--- src/rtl/reg_file.sv ---
// reg_file -- two-read / one-write MIPS general-purpose register file.
//
// Holds 2^ADDR registers of SIZE bits. Register 0 always reads as zero and
// ignores writes. Each read port has a write-through bypass: when the
// write-back stage is writing the address being read, the new value is
// returned in the same cycle. This replaces the classic half-cycle write.
//
// Ports:
//   clk    in   1     rising-edge clock
//   rst_n  in   1     synchronous active-low reset; clears every register
//   we     in   1     write enable from write-back
//   wa     in   ADDR  write address
//   wd     in   SIZE  write data
//   ra1    in   ADDR  read address, port 1 (rs)
//   ra2    in   ADDR  read address, port 2 (rt)
//   rd1    out  SIZE  read data, port 1 (combinational)
//   rd2    out  SIZE  read data, port 2 (combinational)
module reg_file #(
  parameter int unsigned SIZE = 32,
  parameter int unsigned ADDR = 5
) (
  input  logic            clk,
  input  logic            rst_n,
  input  logic            we,
  input  logic [ADDR-1:0] wa,
  input  logic [SIZE-1:0] wd,
  input  logic [ADDR-1:0] ra1,
  input  logic [ADDR-1:0] ra2,
  output logic [SIZE-1:0] rd1,
  output logic [SIZE-1:0] rd2
);

  localparam int unsigned NREG = 1 << ADDR;

  logic [SIZE-1:0] regs_q [NREG];
  logic [SIZE-1:0] regs_d [NREG];

  // A write is effective only out of reset and never to register 0.
  logic wr_active;
  assign wr_active = rst_n && we && (wa != '0);

  always_comb begin
    regs_d = regs_q;
    if (wr_active) begin
      regs_d[wa] = wd;
    end
  end

  always_ff @(posedge clk) begin
    if (!rst_n) begin
      for (int unsigned i = 0; i < NREG; i++) begin
        regs_q[i] <= '0;
      end
    end else begin
      regs_q <= regs_d;
    end
  end

  // Address 0 is forced to zero ahead of the bypass so a discarded write to
  // r0 can never leak through to a read port.
  always_comb begin
    rd1 = '0;
    if (ra1 != '0) begin
      if (wr_active && (ra1 == wa)) begin
        rd1 = wd;
      end else begin
        rd1 = regs_q[ra1];
      end
    end
  end

  always_comb begin
    rd2 = '0;
    if (ra2 != '0) begin
      if (wr_active && (ra2 == wa)) begin
        rd2 = wd;
      end else begin
        rd2 = regs_q[ra2];
      end
    end
  end

endmodule

--- config.mk ---
export PLATFORM = sky130hd
export DESIGN_NAME = reg_file
export DESIGN_NICKNAME = d
export VERILOG_FILES = /design/src/rtl/reg_file.sv
export SDC_FILE = /design/constraint.sdc
export NUM_CORES = 2
export LEC_CHECK = 0
export BUFFER_PORTS_ARGS = -buffer_cell sky130_fd_sc_hd__buf_2
export CORE_MARGIN = 2
export CORE_UTILIZATION = 55
export CTS_CLUSTER_SIZE = 40
export DETAILED_ROUTE_END_ITERATION = 7
export PLACE_DENSITY = 0.71
export SKIP_LAST_GASP = 1
export SLEW_MARGIN = 15
export SYNTH_ARGS = -nofsm -noshare
export SYNTH_HDL_FRONTEND = slang
export SYNTH_SLANG_ARGS = --single-unit
--- constraint.sdc ---
create_clock -name clk -period 2.68 [get_ports clk]
set_input_delay 0.268 -clock clk [delete_from_list [all_inputs] [get_ports clk]]
set_output_delay 0.268 -clock clk [all_outputs]
set_load 0.01 [all_outputs]
==> impl_metrics.tcl <==
set metrics [dict create \
    status "complete, but fails checks" \
    violations "setup timing" \
    rows 115 \
    vias 53500 \
    fin_area_sq_mm 0.0673 \
    clock.fmax_ghz 0.336 \
    dp_hpwl_mm 152 \
    coreArea_sq_mm 0.0987 \
    grt_max_degree 264 \
    htree_levels 3 \
    synth_top_flop_cell "dfxtp_1" \
    wl_per_cell_microns 30.0 \
    overflow 0 \
    path_class "register to primary output" \
    area_growth_pct 22.4 \
    hold_class "input pin to register" \
    top_register "regs_q" \
    avgSynthCellArea_sq_um 8.78 \
    clkTransAtPathRegs_ns 0.06 \
    fin_crit_ns 2.97 \
    post-route-util_pct 68.2 \
    setup_violations 52 \
    ff_latch_area_sq_mm 0.0206 \
    start_kind "register" \
    maxCapViolations 0 \
    cts_tree "yes" \
    n_fill_cell 7562 \
    endpoint_kind "primary output" \
    rsz0062_at_grt "yes" \
    grt_use_total_pct 44.5 \
    netlist_instances 6261 \
    die_area_sq_mm 0.103 \
    finalHoldViolCount 0 \
    reg_top3 "regs_q (1024)" \
    synth-seq-cells 1024 \
    synth_edf_count 0 \
    cp.required_ns 2.41 \
    ant_nets 0 \
    async_reset_ff_share_pct 0 \
    power_density_mw_per_mm2 531 \
    placed_area_sq_mm 0.0609 \
    nets 6536 \
    grt_pass1_vias 50300 \
    syn_nets 6311 \
    grt_pass1_wl_mm 337 \
    clock_tree.buffer_depth 3 \
    cts.sinks 1024 \
    postLayoutSetupSlackWorst_ns -0.295 \
    cp_max_fo 3 \
    drt-initial-drc-count 8423 \
    yosysSeqAreaShare_pct 37.3 \
    slew_headroom_pct 14.9 \
    drive_gt1_share_pct 25.8 \
    synth_area_sq_mm 0.0550 \
    vias_per_cell 6.80 \
    yosysTopAreaCell "dfxtp_1" \
    synth_top_area_share_pct 37.3 \
    slew_viol_final 0 \
    first_pass_iters 6 \
    cts_root_buffer "clkbuf_16" \
    cts_inserted_buffers 109 \
    place.gp.congestion 1.02 \
    multiInputGateArea_sq_mm 0.0338 \
    skew_ns 0 \
    die_h_microns 320 \
    initial_core_util_pct 55.7 \
    clk_latency_ns 0.71 \
    io_buffers 113 \
    ir_worst_vdd_mv 0.497 \
    largest_register_ffs 1024 \
    tightest_slew_ns 1.28 \
    final.period_utilization_pct 111 \
    ys_warn_count 0 \
    drt_wl_total_mm 236 \
    yosysUniqueCellTypes 58 \
    drcViolationCount 0 \
    leakage_uw 0.0233 \
    synthTopCellsByArea "dfxtp_1 37%, nand2_1 14%, mux4_2 14%" \
    ios 114 \
    antenna_found_initial 7 \
    cp.arrival_ns 2.71 \
    chipWidth_microns 320 \
    place_ws_ns -0.569 \
]
## cell usage in the layout, fill, tap and decap left out, types with 42 or more instances in the layout
cell type	netlist	routed
buf_12	0	119
buf_2	82	88
nand2_1	2055	2032
buf_6	3	50
clkbuf_16	0	114
dfxtp_2	0	102
a21boi_0	992	992
mux2i_1	387	366
a221oi_1	83	54
o21ai_0	99	42
a22oi_1	72	57
mux4_2	331	331
buf_4	13	498
dfxtp_1	1024	922
## critical path, cell delays in order, from the launching register on
cell	delay, ns
dfxtp_1	0.36
mux2i_1	0.09
a22o_1	0.23
a221o_1	0.29
nor3_4	0.39
nor3_2	0.09
nor3_2	0.27
buf_4	0.17
buf_2	0.12
## timing repair
item,4_1_cts,5_1_grt
pin swaps,103,93
endpoints found under the hold margin,49,0
hold buffers,7,0
setup endpoints to repair,64,64
setup buffers,36,30
gates cloned,1,4
resized for setup,340,209
## cell usage after synthesis, types with 4 or more instances
library cell	count
o221ai_1	4
or3_1	4
xnor2_1	4
o21a_1	4
nor3_1	54
nand3_1	26
a221oi_1	83
a221o_1	35
a211oi_1	17
o211ai_1	21
and2_1	39
nor2_1	84
nor2b_1	12
nand2_1	2055
mux2i_1	387
buf_2	82
o22a_1	9
mux4_2	331
o211a_1	4
and3_1	14
dfxtp_1	1024
clkbuf_1	514
a32oi_1	7
a21boi_0	992
nor3b_1	13
xor2_1	6
buf_1	30
a22oi_1	72
buf_4	13
clkbuf_2	21
o21ai_0	99
mux2_2	6
a2111oi_0	10
o2111ai_1	4
a211o_1	6
nand2b_1	16
a21oi_1	49
nand4_1	5
o22ai_1	53
a22o_1	18
a31oi_1	6
## power by group
part	total [uW]	switching, uW	internal [uW]
combinational	4490	2740	1750
sequential	15300	46.8	15300
clock	15900	6610	9340
## cell families (layout without fill, tap and decap cells)
group / count (synthesis) / after routing / synth area share [%]
AOI/OAI and AO/OA: 1498 / 1498 / 20.2
other: 0 / 5 / 0
and+or+nand+nor: 2338 / 2338 / 16.8
buffers and inverters: 667 / 977 / 4.92
xor gates and xnor gates: 10 / 10 / 0.159
DFF: 1024 / 1024 / 37.3
muxes: 724 / 724 / 20.7
## final timing paths
kind | from | slack (ns) | to | depth (start not counted)
worst max-delay path | regs_q[825] | -0.29 | rd2[25] | 8
worst min-delay path | wd[17] | 0.05 | regs_q[529] | 3
worst max register to register | regs_q[815] | 1.87 | regs_q[815] | 3
worst min register to register | regs_q[417] | 0.47 | regs_q[417] | 2
## stage by stage
stage	total power, uW	cells	hold WS [ns]	TNS [ns]
after floorplan	17700	6261	0.413	0
final	35800	7863	0.0455	-5.63
after global routing	36400	7860	0.0485	-6.35
after global placement	19500	7606	0.458	-12.44
after CTS	35300	7830	0.00429	-2.92
after detailed placement	19500	7606	0.467	-12.42
## cell type report
type	instances	area share, %
Tap cell	1287	2.39
Clock inverter	32	0.684
Inverter	4	0.0223
Multi-Input combinational cell	4570	50.3
Clock buffer	164	4.81
Antenna cell	5	0.0186
Timing Repair Buffer	777	11.2
Sequential cell	1024	30.7
## routing by layer
metal,up-vias,track usage [%],part of all wire [%]
met4,4,27.9,6.8
met1,25700,57.3,36
met2,4362,64.1,42
met3,1032,15.0,16
li1,22300,-,-
met5,-,0,0.0068
Note: power is estimated with default switching activity, not from simulation.
